$ cat config.mk
export PLATFORM = sky130hd
export DESIGN_NAME = keccak_padder
export DESIGN_NICKNAME = d
export VERILOG_FILES = /design/src/rtl/pkg_keccak.sv /design/src/rtl/keccak_pad_word.sv /design/src/rtl/keccak_padder.sv
export SDC_FILE = /design/constraint.sdc
export NUM_CORES = 1
export LEC_CHECK = 0
export CELL_PAD_IN_SITES_DETAIL_PLACEMENT = 0
export CELL_PAD_IN_SITES_GLOBAL_PLACEMENT = 1
export CORE_MARGIN = 3
export CORE_UTILIZATION = 23
export CTS_CLUSTER_DIAMETER = 60
export DETAILED_ROUTE_END_ITERATION = 10
export PLACE_DENSITY = 0.94
export SETUP_SLACK_MARGIN = 0.02
export SLEW_MARGIN = 20
export SYNTH_ARGS = -nofsm -noshare
export SYNTH_HDL_FRONTEND = slang
export SYNTH_HIERARCHICAL = 1
export SYNTH_SLANG_ARGS = --single-unit
$ cat constraint.sdc
create_clock -name Clock -period 3.9 [get_ports Clock]
set_input_delay 0.78 -clock Clock [delete_from_list [all_inputs] [get_ports Clock]]
set_output_delay 0.78 -clock Clock [all_outputs]
set_load 0.01 [all_outputs]
$ cat src/rtl/pkg_keccak.sv
// ============================================================================
// Module      : pkg_keccak
// Description : Shared word width, rate, padding constants, padder state type
//               and byte-count helper for the Keccak padder.
//               Build macro: KECCAK_SHA3_PAD_EN selects the SHA-3 domain
//               suffix (0x06) as PAD_BYTE instead of Keccak pad10*1 (0x01).
// Revision    : 1.0 - initial release
// ============================================================================
`default_nettype none

package pkg_keccak;

    parameter int N          = 64;
    localparam int RATE_WORDS = 16;

    // Bytes per message word and the position of the final word in a block
    localparam logic [3:0] WORD_BYTES = 4'(N / 8);
    localparam logic [3:0] LAST_POS   = 4'(RATE_WORDS - 1);

`ifdef KECCAK_SHA3_PAD_EN
    localparam logic [7:0] PAD_BYTE = 8'h06;
`else
    localparam logic [7:0] PAD_BYTE = 8'h01;
`endif
    localparam logic [7:0] PAD_LAST = 8'h80;

    typedef enum logic [1:0] {
        ABSORB = 2'd0,
        PAD    = 2'd1,
        LAST   = 2'd2,
        DRAIN  = 2'd3
    } padder_state_t;

    // Byte counts beyond a full word are treated as a full word
    function automatic logic [3:0] clamp_bytes(input logic [3:0] k);
        return (k > WORD_BYTES) ? WORD_BYTES : k;
    endfunction

endpackage

`default_nettype wire

$ cat src/rtl/keccak_pad_word.sv
// ============================================================================
// Module      : keccak_pad_word
// Description : Combinational word formatter. Keeps the low i_keep_bytes
//               bytes of i_data, optionally places PAD_BYTE directly above
//               them, and optionally ORs PAD_LAST into the top byte.
// Revision    : 1.0 - initial release
// ============================================================================
`default_nettype none

module keccak_pad_word
    import pkg_keccak::*;
(
    input  logic [N-1:0] i_data,
    input  logic [3:0]   i_keep_bytes,
    input  logic         i_pad_en,
    input  logic         i_final_en,
    output logic [N-1:0] o_word
);

    // Byte-wise mask, pad insertion and final-bit merge
    always_comb begin
        o_word = '0;
        for (int i = 0; i < N / 8; i++) begin
            if (4'(i) < i_keep_bytes) begin
                o_word[8*i +: 8] = i_data[8*i +: 8];
            end else if (i_pad_en && (4'(i) == i_keep_bytes)) begin
                o_word[8*i +: 8] = PAD_BYTE;
            end
        end
        if (i_final_en) begin
            o_word[N-1 -: 8] = o_word[N-1 -: 8] | PAD_LAST;
        end
    end

endmodule

`default_nettype wire

$ cat src/rtl/keccak_padder.sv
// ============================================================================
// Module      : keccak_padder
// Description : Streams message words into the Keccak absorb buffer, applying
//               multi-rate padding on the final word and emitting extra pad
//               words up to the end of the rate block. Flags the final block
//               and waits for the digest to drain before accepting a new
//               message. Build macro KECCAK_SHA3_PAD_EN (see pkg_keccak).
// Revision    : 1.0 - initial release
// ============================================================================
`default_nettype none

module keccak_padder
    import pkg_keccak::*;
(
    input  logic         Clock,
    input  logic         Reset,
    input  logic [N-1:0] Msg_in,
    input  logic         Msg_in_valid,
    input  logic         Msg_in_last,
    input  logic [3:0]   Msg_in_bytes,
    output logic         Msg_in_ready,
    output logic [N-1:0] Din_buffer_in,
    output logic         Din_buffer_in_valid,
    input  logic         Din_buffer_full,
    input  logic         Ready,
    output logic         Last_block,
    input  logic         Dout_buffer_out_valid
);

    padder_state_t r_state;
    logic [3:0]    r_pos;
    logic          r_drain_seen;
    logic          r_pad_pending;   // first pad word must carry PAD_BYTE in byte 0
    logic          r_last_block;

    logic [3:0]    w_k;
    logic          w_short;
    logic          w_at_end;
    logic          w_xfer;
    logic [3:0]    w_keep;
    logic          w_pad_en;
    logic          w_final_en;
    logic [N-1:0]  w_word;

    assign w_k      = clamp_bytes(Msg_in_bytes);
    assign w_short  = (w_k != WORD_BYTES);
    assign w_at_end = (r_pos == LAST_POS);
    assign w_xfer   = Din_buffer_in_valid && !Din_buffer_full;

    // Handshake and formatter controls decoded from the current state
    always_comb begin
        Msg_in_ready        = 1'b0;
        Din_buffer_in_valid = 1'b0;
        w_keep              = '0;
        w_pad_en            = 1'b0;
        w_final_en          = 1'b0;
        case (r_state)
            ABSORB: begin
                Msg_in_ready        = !Din_buffer_full;
                Din_buffer_in_valid = Msg_in_valid;
                if (Msg_in_last) begin
                    w_keep     = w_k;
                    w_pad_en   = w_short;
                    w_final_en = w_short && w_at_end;
                end else begin
                    w_keep     = WORD_BYTES;
                end
            end
            PAD: begin
                Din_buffer_in_valid = 1'b1;
                w_pad_en            = r_pad_pending;
                w_final_en          = w_at_end;
            end
            default: begin
            end
        endcase
    end

    keccak_pad_word u_pad_word (
        .i_data       (Msg_in),
        .i_keep_bytes (w_keep),
        .i_pad_en     (w_pad_en),
        .i_final_en   (w_final_en),
        .o_word       (w_word)
    );

    assign Din_buffer_in = Din_buffer_in_valid ? w_word : '0;
    assign Last_block    = r_last_block;

    // Padder FSM, block position counter and registered final-block flag
    always_ff @(posedge Clock or posedge Reset) begin
        if (Reset) begin
            r_state       <= ABSORB;
            r_pos         <= '0;
            r_drain_seen  <= 1'b0;
            r_pad_pending <= 1'b0;
            r_last_block  <= 1'b0;
        end else begin
            case (r_state)
                ABSORB: begin
                    if (w_xfer) begin
                        r_pos <= r_pos + 4'd1;
                        if (Msg_in_last) begin
                            if (w_short && w_at_end) begin
                                r_state      <= LAST;
                                r_last_block <= 1'b1;
                            end else begin
                                r_state       <= PAD;
                                r_pad_pending <= !w_short;
                            end
                        end
                    end
                end
                PAD: begin
                    if (w_xfer) begin
                        r_pos         <= r_pos + 4'd1;
                        r_pad_pending <= 1'b0;
                        if (w_at_end) begin
                            r_state      <= LAST;
                            r_last_block <= 1'b1;
                        end
                    end
                end
                LAST: begin
                    if (Din_buffer_full && Ready) begin
                        r_state      <= DRAIN;
                        r_last_block <= 1'b0;
                        r_drain_seen <= 1'b0;
                    end
                end
                DRAIN: begin
                    if (Dout_buffer_out_valid) begin
                        r_drain_seen <= 1'b1;
                    end else if (r_drain_seen) begin
                        r_state      <= ABSORB;
                        r_pos        <= '0;
                        r_drain_seen <= 1'b0;
                    end
                end
                default: begin
                    r_state <= ABSORB;
                end
            endcase
        end
    end

endmodule

`default_nettype wire

-- Yosys cells after proc, flatten, opt, wreduce, memory -nomap -nowiden
Index checks and enable logic that the tools add are counted.
- register bits after elaboration: 9
- input port bits: 75
- word-level logic and storage cells: 116
- add/subtract/negate cells: 1
- $lt $le $gt $ge: 9
- equality and inequality tests: 22
- mux-type cells: 54
- reductions and logical operators: 25
- operators by type and width (operator ; number):
    two-way mux 8 bit ; 9
    two-way mux 64 bit ; 1
    two-way mux 4 bit ; 6
    two-way mux 1 bit ; 22
    inequality test 2 bit (second input constant) ; 9
    == test 3 x 4 -> 1 bit (first input constant) ; 4
    < comparator 3 x 4 -> 1 bit (first input constant) ; 4
    two-way mux 2 bit ; 8
    AND reduction 7 bit ; 2
    logical AND 1 bit ; 11
    one-hot mux 1 bit (2 select lines) ; 5
    == test 2 x 4 -> 1 bit (first input constant) ; 2
    < comparator 1 x 4 -> 1 bit (first input constant) ; 2
    < comparator 2 x 4 -> 1 bit (first input constant) ; 2
    one-hot mux 2 bit (4 select lines) ; 1
    one-hot mux 4 bit (2 select lines) ; 1
    nonzero test 2 bit ; 3
    AND reduction 5 bit ; 1
    adder 4 x 1 -> 4 bit (second input constant) ; 1
    == test 1 x 4 -> 1 bit (first input constant) ; 1
    == test 2 bit (second input constant) ; 2
    == test 4 bit (second input constant) ; 1
    greater-than comparator 4 bit (second input constant) ; 1
    logical NOT 4 bit ; 1
    other kinds (10) ; 11

-- Logic depth before layout (Yosys ltp)
- depth after elaboration: 10
- depth in mapped cells: 9
- mapped depth without buffers: 7

-- Modules after synthesis
Netlist, hierarchy kept.
- by module, submodules not included (module ; times used ; cells each ; area an instance (um^2)):
    keccak_padder ; 1 ; 151 ; 1128.6
    keccak_pad_word ; 1 ; 90 ; 623.1

-- Worst setup path after synthesis
No wires, ideal clock.
- kind: reg-to-output
- start point: register r_state[0]
- end point: output port Din_buffer_in[49]
- data arrival time: 2212 ps
- data required time: 3120 ps
- path slack: 908 ps
- stages on the path, launching flop included: 9
- cell sequence: dfrtp_1 > inv_1 > ha_1 > buf_2 > a21boi_0 > buf_4 > a31oi_1 > and2b_1 > nor2b_1
- cells in the longest elaborated chain, start to end: 5
- elaborated cells between the ends (all ways): 7
- those cells by class: order compare (1); eq/ne (1); mux (4); reduce/logical (1)
- RTL lines (item ; RTL line ; text):
    start: declaration ; keccak_padder.sv:30 ; padder_state_t r_state;
    start signal: assignment ; keccak_padder.sv:93 ; r_state <= ABSORB;
    start signal: assignment ; keccak_padder.sv:105 ; r_state <= LAST;
    start signal: assignment ; keccak_padder.sv:108 ; r_state <= PAD;
    logical NOT 2 bit ; keccak_padder.sv:57 ; case (r_state)
    two-way mux 4 bit ; keccak_padder.sv:57 ;
    named net w_keep[3] ; keccak_padder.sv:40 ; logic [3:0] w_keep;
    < comparator 3 x 4 -> 1 bit ; keccak_pad_word.sv:24 ; if (4'(i) < i_keep_bytes) begin
    two-way mux 8 bit ; keccak_pad_word.sv:24 ;
    named net w_word[49] ; keccak_padder.sv:43 ; logic [N-1:0] w_word;
    two-way mux 64 bit ; keccak_padder.sv:87 ; assign Din_buffer_in = Din_buffer_in_valid ? w_word : '0;
    end: declaration ; keccak_padder.sv:22 ; output logic [N-1:0] Din_buffer_in,
The timed path passes the listed nets, and every way through them passes these cells.

-- Worst setup path in the final report
- start point: input port Msg_in_bytes[3]
- end point: output port Din_buffer_in[38]
- cells in the longest elaborated chain, start to end: 7
- RTL lines (item ; RTL line ; text):
    start: declaration ; keccak_padder.sv:20 ; input logic [3:0] Msg_in_bytes,
    greater-than comparator 4 bit ; pkg_keccak.sv:36 ; return (k > WORD_BYTES) ? WORD_BYTES : k;
    two-way mux 4 bit ; pkg_keccak.sv:36 ;
    two-way mux 4 bit ; keccak_padder.sv:61 ; if (Msg_in_last) begin
    two-way mux 4 bit ; keccak_padder.sv:57 ;
    named net w_keep[0] ; keccak_padder.sv:40 ;
    < comparator 3 x 4 -> 1 bit ; keccak_pad_word.sv:24 ;
    two-way mux 8 bit ; keccak_pad_word.sv:24 ;
    named net w_word[38] ; keccak_padder.sv:43 ;
    two-way mux 64 bit ; keccak_padder.sv:87 ;
The timed path passes the listed nets, and every way through them passes these cells.

==> impl_metrics.json <==
{
  "cap_violations": 0,
  "start_util_pct": 23.9,
  "mostFrequentLayoutCells": "clkdlybuf4s50_1, nor2b_1, buf_4",
  "path_cells": "clkdlybuf4s50_1 > inv_1 > and3_4 > and2_4 > buf_4 > o21ai_1 > buf_4 > a21boi_0 > nor2b_1 > clkdlybuf4s50_1",
  "regToRegSetupSlack_ns": 1.95,
  "syn_inst": 241,
  "rsz0062_at_grt": "false",
  "gr-total-overflow": 0,
  "drt-pass1-iter-count": 4,
  "period_needed_ns": 3.78,
  "drt-initial-drc-count": 32,
  "crit_path_max_fanout": 10,
  "cts_buffer_depth": 2,
  "grt_max_degree": 42,
  "place.gp.congestion": 0.782,
  "ctsHoldBuffers": 0,
  "syn_area_um2": 1750,
  "cts-root-buf": "clkbuf_8",
  "hold_path_startpoint": "r_drain_seen",
  "timing.rr.end": "r_pos[2]",
  "setup_slack_ns": 0.124,
  "h-tree-depth": 1,
  "numCtsBuffers": 3,
  "cts_sinks": 9,
  "grt_antenna_before_repair": 0,
  "drt-wirelength-per-cell_um": 12.5,
  "syn_to_final_growth_pct": 101,
  "critPathSlowestCell": "clkdlybuf4s50_1",
  "die_area_um2": 8700,
  "synth-edff-count": 0,
  "holdPathEnd": "r_drain_seen",
  "die_y_um": 93.3,
  "layout_commonest_cell": "clkdlybuf4s50_1",
  "vias": 2151,
  "ir_drop_mv": 0.358,
  "ys_warn_count": 6,
  "hold_class": "reg2reg",
  "hold_viol_final": 0,
  "critical_path_class": "in2out",
  "tightest_slew_ns": 0.407,
  "period_share_pct": 96.8,
  "syn_nets": 321,
  "fp-row-count": 31,
  "ys_seq_area_share_pct": 12.9,
  "grtUsageTotal_pct": 13.4,
  "fmax_ghz": 0.265,
  "port_buffers": 141,
  "powerDensity_nw_per_um2": 481,
  "cts_tree": "yes",
  "layout-drive-gt1-share_pct": 11.5,
  "p_leak_nw": 1.62,
  "routed_wirelength_mm": 6.16,
  "die_width_um": 93.3,
  "drv_slew": 0,
  "synth_seq_cells": 9,
  "worstPathArrival_ns": 3.00,
  "ys_types": 50,
  "diodes": 0,
  "grt_pass1_vias": 2160,
  "worst_setup_path_start_kind": "primary input",
  "status": "completed",
  "pin_count": 142,
  "finalSetupTns_ns": 0,
  "avgSynthCellArea_um2": 7.27,
  "async_reset_ff_share_pct": 100,
  "holdPathStages": 2,
  "ant_nets": 0,
  "post-place-ws_ns": 0.00779,
  "rr_startpoint": "r_state[0]",
  "dpl.hpwl_mm": 5.10,
  "fin_skew_ns": 0.00194,
  "setup_violations": 0,
  "drc": 0,
  "vias_per_cell": 4.37,
  "end_kind": "output port",
  "fin_nets": 474,
  "grt_pass1_wl_mm": 9.70,
  "fillers": 718,
  "clkTransAtPathRegs_ns": 0.04,
  "clock_latency_ns": 0.23,
  "synth_ff_type": "dfrtp_1",
  "cpPeakStageDelay_ns": 0.54,
  "rr_worst_depth": 8,
  "slew_headroom_pct": 72.9,
  "worstPathRequired_ns": 3.12,
  "p_total_mw": 1.70,
  "core_um2": 7330
}
cell type report:
type | instances | area (um^2) | area share, %
Timing Repair Buffer | 163 | 1640 | 46.6
Multi-Input combinational cell | 206 | 1450 | 41.1
Sequential cell | 9 | 225 | 6.39
Tap cell | 99 | 124 | 3.52
Clock buffer | 4 | 45.0 | 1.28
Inverter | 11 | 41.3 | 1.17
synth_stat cells (all sizes together), types with 2 or more instances:
master	instances	area, um^2
nor3b	4	30.0
ha	5	62.6
clkbuf	4	15.0
nand4	2	12.5
nor2b	105	664
o211ai	2	15.0
nor3	5	30.0
a21oi	4	27.5
nand3	2	10.0
o21ai	9	45.0
mux2	4	45.0
a21boi	9	67.6
and2	10	62.6
nand2b	2	12.5
inv	11	41.3
dfrtp	9	225
buf	11	62.6
a21o	4	30.0
a22o	2	17.5
o21a	2	15.0
nand4b	2	17.5
nor2	8	32.5
nand2	5	18.8
and2b	3	22.5
cells by family (layout without fill, tap and decap cells):
logic type,count (synthesis),count (layout),synth area share [%]
adders and majority gates,5,5,3.57
AOI/OAI and AO/OA,43,43,18.4
muxes,5,5,3.14
and+or+nand+nor,153,153,55.3
buffers and inverters,26,178,6.79
DFF,9,9,12.9
flip-flops by register name (all words and copies together) (netlist names):
| signal | cells |
|---|---|
| r_drain_seen | 1 |
| r_pad_pending | 1 |
| Last_block | 1 |
| r_pos | 4 |
| r_state | 2 |
metrics by stage:
| step | cell area (um^2) | hold slack (ns) | utilization [%] | cells |
|---|---|---|---|---|
| 2_1_floorplan | 1750 | 0.466 | - | 241 |
| 3_3_place_gp | 3400 | 0.486 | 46.4 | 487 |
| 3_5_place_dp | 3400 | 0.490 | 46.4 | 487 |
| 4_1_cts | 3450 | 0.500 | 47.1 | 492 |
| 5_1_grt | 3520 | 0.529 | 48.1 | 492 |
| 6_report | 3520 | 0.515 | 48.1 | 492 |
power by group:
group / switching [mW] / total (mW) / leakage [nW] / internal, mW
combinational: 0.670 / 1.41 / 1.49 / 0.743
sequential: 0.0370 / 0.174 / 0.111 / 0.137
clock: 0.0378 / 0.109 / 0.0228 / 0.0713
worst max-delay path by stage:
stage	endpoint	startpoint	slack (ns)
after floorplan	Din_buffer_in[49]	r_state[0]	0.91
after global placement	Din_buffer_in[0]	Msg_in_bytes[3]	0.03
after detailed placement	Din_buffer_in[0]	Msg_in_bytes[3]	0.008
after CTS	Din_buffer_in[16]	Msg_in_bytes[3]	0.04
after global routing	Din_buffer_in[14]	Msg_in_bytes[3]	0.03
final	Din_buffer_in[38]	Msg_in_bytes[3]	0.12
metal layers:
metal  up-vias  track usage (%)  wire length (um)
met5         -                0                 0
met2        97             23.5              2910
met1       947             15.7              2540
li1       1101                -                 -
met4         0             1.95                32
met3         6             5.07               669
timing repair:
action                     in CTS  in global routing
setup buffers                   1                  0
pin swaps                       0                  0
resized for setup               2                 24
setup endpoints to repair       2                 41
critical path: cells and delay by family:
family | cells | cell delay (ns)
compound gates | 2 | 0.29
buf+inv | 5 | 1.40
simple gates | 3 | 0.52
Note: power is estimated with default switching activity, not from simulation.
